`src/rtl/prog_clkdiv_pkg.sv`:
```
// Shared constants and types for the programmable multi-channel clock divider.
package prog_clkdiv_pkg;

   localparam int unsigned DEF_CW       = 26;
   localparam int unsigned DEF_HALF_CYC = 25_000_000;

   typedef logic [DEF_CW-1:0] cnt_t;

   // Select-bus width for a given channel count (at least one bit).
   function automatic int unsigned sel_w(input int unsigned n);
      return (n > 1) ? $clog2(n) : 1;
   endfunction

endpackage

```
`src/rtl/prog_clkdiv_ch.sv`:
```
// One divider channel: half-period counter, output toggle and half-period load.
// Define PROG_CLKDIV_SHADOW_LOAD_EN to defer half-period writes to the next toggle.
module prog_clkdiv_ch
   import prog_clkdiv_pkg::*;
#(
   parameter int unsigned CW       = DEF_CW,
   parameter int unsigned DEF_HALF = DEF_HALF_CYC
) (
   input  logic          clk,
   input  logic          i_rst_n,
   input  logic          i_en,
   input  logic          i_align,
   input  logic          i_wr,
   input  logic [CW-1:0] i_wr_val,
   output logic          o_gclk,
   output logic          o_tick,
   output logic          o_pend
);

   logic [CW-1:0] r_hp;
   logic [CW-1:0] r_cnt;
   logic          r_gclk;
   logic          r_tick;
   logic [CW-1:0] w_hp_eff;
   logic          w_tc;

   // A zero half-period behaves as one, giving clk/2.
   assign w_hp_eff = (r_hp == '0) ? CW'(1) : r_hp;
   assign w_tc     = i_en && (r_cnt >= w_hp_eff);

`ifdef PROG_CLKDIV_SHADOW_LOAD_EN
   logic [CW-1:0] r_sh;
   logic          r_pend;

   always_ff @(posedge clk) begin
      if (!i_rst_n) begin
         r_sh   <= '0;
         r_pend <= 1'b0;
      end else if (!i_align) begin
         if (w_tc) begin
            r_pend <= 1'b0;
         end else if (i_wr) begin
            r_sh   <= i_wr_val;
            r_pend <= 1'b1;
         end
      end
   end

   assign o_pend = r_pend;
`else
   assign o_pend = 1'b0;
`endif

   always_ff @(posedge clk) begin
      if (!i_rst_n) begin
         r_hp   <= CW'(DEF_HALF);
         r_cnt  <= CW'(1);
         r_gclk <= 1'b0;
         r_tick <= 1'b0;
      end else if (i_align) begin
         r_cnt  <= CW'(1);
         r_gclk <= 1'b0;
         r_tick <= 1'b0;
      end else begin
         r_tick <= w_tc;
         if (w_tc) begin
            r_gclk <= ~r_gclk;
         end
`ifdef PROG_CLKDIV_SHADOW_LOAD_EN
         // Current half-period completes with the old value; new one takes effect at the toggle.
         if (w_tc) begin
            r_cnt <= CW'(1);
            if (i_wr) begin
               r_hp <= i_wr_val;
            end else if (r_pend) begin
               r_hp <= r_sh;
            end
         end else if (i_en) begin
            r_cnt <= r_cnt + CW'(1);
         end
`else
         if (i_wr) begin
            r_hp  <= i_wr_val;
            r_cnt <= CW'(1);
         end else if (w_tc) begin
            r_cnt <= CW'(1);
         end else if (i_en) begin
            r_cnt <= r_cnt + CW'(1);
         end
`endif
      end
   end

   assign o_gclk = r_gclk;
   assign o_tick = r_tick;

endmodule

```
`src/rtl/prog_clkdiv.sv`:
```
// Programmable multi-channel clock divider: write decode and align fan-out to NCH channels.
// Define PROG_CLKDIV_SHADOW_LOAD_EN for shadowed half-period loads.
module prog_clkdiv
   import prog_clkdiv_pkg::*;
#(
   parameter int unsigned NCH      = 2,
   parameter int unsigned CW       = DEF_CW,
   parameter int unsigned DEF_HALF = DEF_HALF_CYC
) (
   input  logic                    clk,
   input  logic                    rst,
   input  logic [NCH-1:0]          en,
   input  logic                    align,
   input  logic                    div_wr,
   input  logic [sel_w(NCH)-1:0]   div_sel,
   input  logic [CW-1:0]           div_val,
   output logic [NCH-1:0]          gclk,
   output logic [NCH-1:0]          tick,
   output logic [NCH-1:0]          pend
);

   localparam int unsigned SELW = sel_w(NCH);

   logic [NCH-1:0] w_wr;

   // Selects beyond the last channel match nothing and are dropped.
   always_comb begin
      w_wr = '0;
      for (int unsigned i = 0; i < NCH; i++) begin
         if (div_wr && (div_sel == SELW'(i))) begin
            w_wr[i] = 1'b1;
         end
      end
   end

   for (genvar g = 0; g < NCH; g++) begin : g_ch
      prog_clkdiv_ch #(
         .CW       (CW),
         .DEF_HALF (DEF_HALF)
      ) u_ch (
         .clk      (clk),
         .i_rst_n  (rst),
         .i_en     (en[g]),
         .i_align  (align),
         .i_wr     (w_wr[g]),
         .i_wr_val (div_val),
         .o_gclk   (gclk[g]),
         .o_tick   (tick[g]),
         .o_pend   (pend[g])
      );
   end

endmodule

```
`config.mk`:
```
export PLATFORM = sky130hd
export DESIGN_NAME = prog_clkdiv
export DESIGN_NICKNAME = d
export VERILOG_FILES = /design/src/rtl/prog_clkdiv_pkg.sv /design/src/rtl/prog_clkdiv_ch.sv /design/src/rtl/prog_clkdiv.sv
export SDC_FILE = /design/constraint.sdc
export NUM_CORES = 1
export LEC_CHECK = 0
export CORE_ASPECT_RATIO = 1.2
export CORE_MARGIN = 1
export CORE_UTILIZATION = 55
export DETAILED_ROUTE_END_ITERATION = 12
export PLACE_DENSITY = 0.75
export SYNTH_ARGS = -nofsm -noshare
export SYNTH_HDL_FRONTEND = slang
export SYNTH_SLANG_ARGS = --single-unit
```
`constraint.sdc`:
```
create_clock -name clk -period 3 [get_ports clk]
set_input_delay 0.45 -clock clk [delete_from_list [all_inputs] [get_ports clk]]
set_output_delay 0.45 -clock clk [all_outputs]
set_load 0.01 [all_outputs]
```
==> results_dict.tcl, run 1 <==
set metrics [dict create \
    outcome "finished, final reports clean" \
    setup.worst_path.end_class "flop" \
    drt_drc_violations_left 0 \
    numPortBuffers 36 \
    syn2layout_area_growth_pct 13.4 \
    rows 40 \
    power.static_leakage_nw 2.58 \
    total_power_mw 2.93 \
    layout_worst_path_cycle_share 0.936 \
    antenna_found_initial 0 \
    postRouteAntennaNets 0 \
    dpl.hpwl_mm 9.66 \
    ff2ff_setup_slack_ns 0.19 \
    wire_per_inst_um 15.1 \
    post-route-worst-setup-slack_ns 0.191 \
    detail_route.wirelength_mm 12.7 \
    critPathMaxFanout 13 \
    synthDominantCellAreaShare 0.375 \
    critical_path.startpoint_type "flop" \
    cts.reportedPaths.clkPinSlew_ns 0.07 \
    initial_utilization 0.571 \
    rsz_0062_raised_after_global_routing "no" \
    period_minus_slack_ns 2.81 \
    timing.setup.critical_path_class "flop to flop" \
    die_y_um 114 \
    area_enclosed_by_the_die_boundary_um2 10900 \
    worst_ep_required_time_ns 3.28 \
    multiInputGateArea_um2 3260 \
    syn_area_um2 5770 \
    num_vias 4661 \
    fin_cells 842 \
    syn-mean-instance-area_um2 8.45 \
    timing.critical_path.to "g_ch[1].u_ch.r_cnt[24]" \
    timing.reg2reg.worst_path_depth 12 \
    power.density_cell_area_nw_per_um2 448 \
    pin_count_of_the_biggest_net_entering_global_routing 53 \
    groute.usage.overall 0.241 \
    synthDominantAreaCellType "sky130_fd_sc_hd__dfxtp_1" \
    antenna_cells_inserted 0 \
    placeableCoreArea_um2 10100 \
    holdCritPathClass "flop to flop" \
    clk_lat_worst_skew_ns 0.35 \
    fmax_mhz 356 \
    ctsHoldBuffers 0 \
    max_slew.worst_pin.slew_ns 0.686 \
    final_hold_violation_count 0 \
    crit-reg2reg-capture "g_ch[1].u_ch.r_cnt[24]" \
    nets 798 \
    relSlewSlack 0.540 \
    timing_max_transition_violations_final 0 \
    tritoncts "built" \
    placed_area_um2 6200 \
    grt_remaining_overflow 0 \
    final-setup-viol-count 0 \
    synth_cell_type_count 49 \
    fill_cells 857 \
    synth-seq-area-share 0.375 \
    max-cap-violations 0 \
    syn-instance-count 683 \
    wire_length_of_the_first_global_routing_pass_mm 20.7 \
    ff_latch_area_um2 2160 \
    synth-warning-count 0 \
    number_of_global_route_vias_before_repair 4497 \
    skew_ns 0.00649 \
    die-width_um 95.5 \
    post_cts_resized 0 \
    pre_cts_slack_ns 0.0766 \
    synth.top_cells.by_area "sky130_fd_sc_hd__dfxtp_1 (37%), sky130_fd_sc_hd__ha_1 (12%), sky130_fd_sc_hd__nand2_1 (7.0%)" \
    firstDrtPassIters 4 \
    gp_routability_congestion 0.860 \
    dp_cells 825 \
    yosys_register_bits 108 \
    post-route-cell-area_um2 6550 \
    ir_worst_vdd_mv 0.284 \
    fin_tns_setup_ns 0 \
    cts_post_setup_buffers_inserted 0 \
    clock_root_buffer "sky130_fd_sc_hd__clkbuf_16" \
    num_io_pins 39 \
    timing.rr.start "g_ch[1].u_ch.r_hp[1]" \
    dr.first_iter.drc_count 238 \
    cts_buffer_depth 2 \
    clock-sinks 108 \
    final_layout_size_suffix_gt1_frac 0.0824 \
    critical_path_at_ns 3.09 \
    post_drt_via_cell_ratio 5.54 \
    cts.htree.levels 3 \
    numCtsBuffers 9 \
    cp-startpoint "g_ch[1].u_ch.r_hp[1]" \
]
==> synth_stat cells (all sizes together) <==
cell / count
a21o: 2
ha: 54
nand3: 21
a2bb2oi: 1
a221o: 2
nor4: 11
mux2i: 2
and4: 5
clkbuf: 16
and3: 8
a2111o: 1
xnor2: 21
inv: 64
a2111oi: 1
a32oi: 1
nor2: 68
buf: 12
nand3b: 2
nand2: 108
dfxtp: 108
a21oi: 23
conb: 1
nor3: 12
a211oi: 4
o21ai: 9
a41o: 2
o31ai: 1
nor3b: 3
o211ai: 24
nand4: 27
or3: 1
a41oi: 1
o21a: 1
xor2: 29
a21boi: 28
a31o: 1
nor2b: 1
nand2b: 6
and2: 1
==> cells by family after synthesis <==
kind of cell    share of synthesized area
simple gates                        0.233
flops                               0.375
compound gates                      0.127
buf+inv                            0.0683
fa+ha+maj                           0.117
xor+xnor                           0.0759
mux                               0.00347
other cells                      0.000650
==> per-layer routing <==
metal	track usage	up-vias	wire, µm
met5	0	-	0
met4	0.0995	0	284
met3	0.0252	18	384
met2	0.433	84	6430
met1	0.289	2182	5580
li1	-	2377	-
==> cell type report <==
type | instances | share of cell area
multi-input cells | 485 | 0.498
flip-flops and latches | 108 | 0.330
repair buffers | 43 | 0.0631
clock buffers | 11 | 0.0386
inverters | 64 | 0.0367
well taps | 126 | 0.0241
clock inverters | 5 | 0.00898
==> critical path: stages, from the launching register on <==
cell	delay, ns
sky130_fd_sc_hd__dfxtp_1	0.35
sky130_fd_sc_hd__nor4_1	0.41
sky130_fd_sc_hd__nand2_1	0.09
sky130_fd_sc_hd__nor4_1	0.26
sky130_fd_sc_hd__a41o_1	0.23
sky130_fd_sc_hd__ha_1	0.13
sky130_fd_sc_hd__nand2b_1	0.12
sky130_fd_sc_hd__a211oi_1	0.09
sky130_fd_sc_hd__a2111oi_2	0.32
sky130_fd_sc_hd__a2bb2oi_2	0.29
sky130_fd_sc_hd__nand3_2	0.12
sky130_fd_sc_hd__buf_4	0.19
sky130_fd_sc_hd__nor2_1	0.12
==> where the power goes <==
part	switching, mW	total, mW	internal [mW]
combinational	0.124	0.220	0.0965
clock	0.533	1.23	0.695
sequential	0.0213	1.49	1.46
total	0.678	2.93	2.26
==> placed cells by master (no fill, tap or decap), drive strengths merged, types with 2 or more instances in the layout <==
master,count
and4,5
a21o,2
clkdlybuf4s50,36
o211ai,24
buf,7
and3,8
a21oi,23
nor3,12
nand3b,2
a41o,2
nor2,68
o21ai,9
a211oi,4
conb,2
nand2,108
xor2,29
nor4,11
dfxtp,108
xnor2,21
nand2b,6
a221o,2
nand4,27
ha,54
mux2i,2
a21boi,28
clkinvlp,2
clkbuf,11
nor3b,3
nand3,22
inv,65
==> per-stage QoR <==
| step | hold WS, ns | utilization |
|---|---|---|
| after floorplan | 0.443 | - |
| after global placement | 0.451 | 0.613 |
| after detailed placement | 0.460 | 0.613 |
| after CTS | 0.469 | 0.644 |
| after global routing | 0.484 | 0.648 |
| final | 0.466 | 0.648 |
==> worst min path at each step <==
| stage | slack, ns | cells past startpoint | endpoint | start |
|---|---|---|---|---|
| after global placement | 0.45 | 2 | g_ch[1].u_ch.r_hp[0] | g_ch[1].u_ch.r_hp[0] |
| after global routing | 0.48 | 2 | g_ch[1].u_ch.r_hp[5] | g_ch[1].u_ch.r_hp[5] |
| after detailed placement | 0.46 | 2 | g_ch[1].u_ch.r_hp[5] | g_ch[1].u_ch.r_hp[5] |
| after floorplan | 0.44 | 2 | g_ch[0].u_ch.r_hp[7] | g_ch[0].u_ch.r_hp[7] |
| after CTS | 0.47 | 2 | g_ch[1].u_ch.r_hp[5] | g_ch[1].u_ch.r_hp[5] |
| final | 0.47 | 2 | g_ch[1].u_ch.r_hp[5] | g_ch[1].u_ch.r_hp[5] |
==> state kept, by name, indices dropped and copies added (netlist names) <==
signal and count:
g_ch.u_ch.r_cnt 52, g_ch.u_ch.o_tick 2, g_ch.u_ch.o_gclk 2, g_ch.u_ch.r_hp 52
Note: power is estimated with default switching activity, not from simulation.
==> run 2, diff against run 1 <==
ABC_CLOCK_PERIOD_IN_PS = 3000   (was default)
==> results of run 2 <==
Final layout, timing and power as in run 1 (identical DEF).
==> run 3, diff against run 2 <==
SETUP_SLACK_MARGIN = 0.1   (was default)
==> run 3 against run 2 <==
Net effect:
- via count fell by 0.13%
- first-iteration DRC count decreased by 4.6%
- sequential power is essentially flat
- die area stayed put
- critical endpoint unchanged
- largest cell class unchanged
==> results_dict.tcl, run 3 (synthesis gave the netlist of run 1 again) <==
set metrics [dict create \
    tritoncts "built" \
    initial_utilization 0.571 \
    period_minus_slack_ns 2.76 \
    critPathMaxFanout 13 \
    skew_ns 0.00691 \
    timing.setup.critical_path_class "flop to flop" \
    number_of_global_route_vias_before_repair 4507 \
    ir_worst_vdd_mv 0.280 \
    max_slew.worst_pin.slew_ns 0.763 \
    placeableCoreArea_um2 10100 \
    cts_buffer_depth 2 \
    syn2layout_area_growth_pct 14.0 \
    holdCritPathClass "flop to flop" \
    die-width_um 95.5 \
    antenna_found_initial 0 \
    cts.reportedPaths.clkPinSlew_ns 0.07 \
    timing_max_transition_violations_final 0 \
    postRouteAntennaNets 0 \
    area_enclosed_by_the_die_boundary_um2 10900 \
    relSlewSlack 0.491 \
    rows 40 \
    power.density_cell_area_nw_per_um2 446 \
    nets 800 \
    grt_remaining_overflow 0 \
    drt_drc_violations_left 0 \
    numPortBuffers 36 \
    crit_family "simple AND/OR/NAND/NOR gates" \
    gp_routability_congestion 0.860 \
    max-cap-violations 0 \
    dr.first_iter.drc_count 227 \
    final-setup-viol-count 0 \
    number_of_buffers_and_inverters_on_the_critical_path 1 \
    cts.htree.levels 3 \
    rsz_0062_raised_after_global_routing "no" \
    detail_route.wirelength_mm 12.9 \
    antenna_cells_inserted 0 \
    die_y_um 114 \
    critical-path-slowest-cell "sky130_fd_sc_hd__nor4_2" \
    total_power_mw 2.93 \
    max_stage_delay_ns 0.37 \
    layout_worst_path_cycle_share 0.919 \
    final_layout_worst_hold_slack_ns 0.465 \
    clk_lat_worst_skew_ns 0.34 \
    critical_path.startpoint_type "flop" \
    fmax_mhz 363 \
    clock_root_buffer "sky130_fd_sc_hd__clkbuf_16" \
    clock-sinks 108 \
    pin_count_of_the_biggest_net_entering_global_routing 53 \
    dpl.hpwl_mm 9.66 \
    final_layout_size_suffix_gt1_frac 0.0864 \
    num_io_pins 39 \
    post_drt_via_cell_ratio 5.52 \
    setup.worst_path.end_class "flop" \
    fin_tns_setup_ns 0 \
    outcome "finished, final reports clean" \
    power.static_leakage_nw 2.59 \
    groute.usage.overall 0.241 \
    critical_path_at_ns 3.04 \
    numCtsBuffers 9 \
    critical_path_cell_sequence "nor4_2 > nand2_1 > nor4_1 > a41o_1 > ha_1 > nand2b_1 > a211oi_1 > a2111oi_2 > a2bb2oi_2 > nand3_2 > buf_4 > nor2_1" \
    final_hold_violation_count 0 \
    num_vias 4655 \
    commonest_cells_after_routing_fill_and_taps_aside "sky130_fd_sc_hd__nand2_1 (108), sky130_fd_sc_hd__dfxtp_1 (108), sky130_fd_sc_hd__inv_1 (64), sky130_fd_sc_hd__ha_1 (54), sky130_fd_sc_hd__nor2_1 (48)" \
    worst_ep_required_time_ns 3.28 \
    firstDrtPassIters 4 \
    wire_per_inst_um 15.2 \
    reg.largest.list "g_ch.u_ch.r_cnt (52), g_ch.u_ch.r_hp (52)" \
    wire_length_of_the_first_global_routing_pass_mm 20.7 \
]
-- run 3: worst reg2reg max path, cell delays in order (launching register included) --
cell and delay (ns):
sky130_fd_sc_hd__dfxtp_1 0.36, sky130_fd_sc_hd__nor4_2 0.37, sky130_fd_sc_hd__nand2_1 0.09, sky130_fd_sc_hd__nor4_1 0.26
sky130_fd_sc_hd__a41o_1 0.23, sky130_fd_sc_hd__ha_1 0.13, sky130_fd_sc_hd__nand2b_1 0.11, sky130_fd_sc_hd__a211oi_1 0.09
sky130_fd_sc_hd__a2111oi_2 0.32, sky130_fd_sc_hd__a2bb2oi_2 0.29, sky130_fd_sc_hd__nand3_2 0.12, sky130_fd_sc_hd__buf_4 0.19
sky130_fd_sc_hd__nor2_1 0.12
-- run 3: final cells by class --
type                    count  area (µm²)
well taps                 126         158
repair buffers             44         420
multi-input cells         486        3290
fillers                   857        3530
clock inverters             5        58.8
inverters                  64         240
flip-flops and latches    108        2160
clock buffers              11         253
-- run 3: path summary, 6_finish.rpt --
check | start | to | slack (ns) | cells past startpoint
max | g_ch[1].u_ch.r_hp[1] | g_ch[1].u_ch.r_cnt[24] | 0.24 | 12
min | g_ch[1].u_ch.r_hp[5] | g_ch[1].u_ch.r_hp[5] | 0.47 | 2
max reg2reg | g_ch[1].u_ch.r_hp[1] | g_ch[1].u_ch.r_cnt[24] | 0.24 | 12
min reg2reg | g_ch[1].u_ch.r_hp[5] | g_ch[1].u_ch.r_hp[5] | 0.47 | 2
-- run 3: where the power goes --
part | switching (mW) | internal, mW
combinational | 0.124 | 0.0969
sequential | 0.0218 | 1.46
clock | 0.532 | 0.695
total | 0.678 | 2.26
-- run 3: metal layers --
| metal | global-route usage | part of all wire | vias to the layer above |
|---|---|---|---|
| met5 | 0 | 0 | - |
| met4 | 0.101 | 0.020 | 0 |
| met3 | 0.0259 | 0.037 | 19 |
| met2 | 0.432 | 0.51 | 71 |
| met1 | 0.288 | 0.43 | 2181 |
| li1 | - | - | 2384 |
-- run 3: repair_timing --
item	CTS	global route
pin swaps	1	1
resized for setup	1	4
buffers inserted	0	1
hold buffers	0	0
cloned	0	2
setup endpoints to repair	25	50
-- run 3: per-stage QoR --
step | std cells | worst slack [ns] | utilization | cell area, µm²
2_1_floorplan | 684 | 0.616 | - | 5780
3_3_place_gp | 825 | 0.170 | 0.613 | 6200
3_5_place_dp | 825 | 0.0766 | 0.613 | 6200
4_1_cts | 841 | 0.105 | 0.645 | 6520
5_1_grt | 844 | 0.0617 | 0.651 | 6580
6_report | 844 | 0.243 | 0.651 | 6580
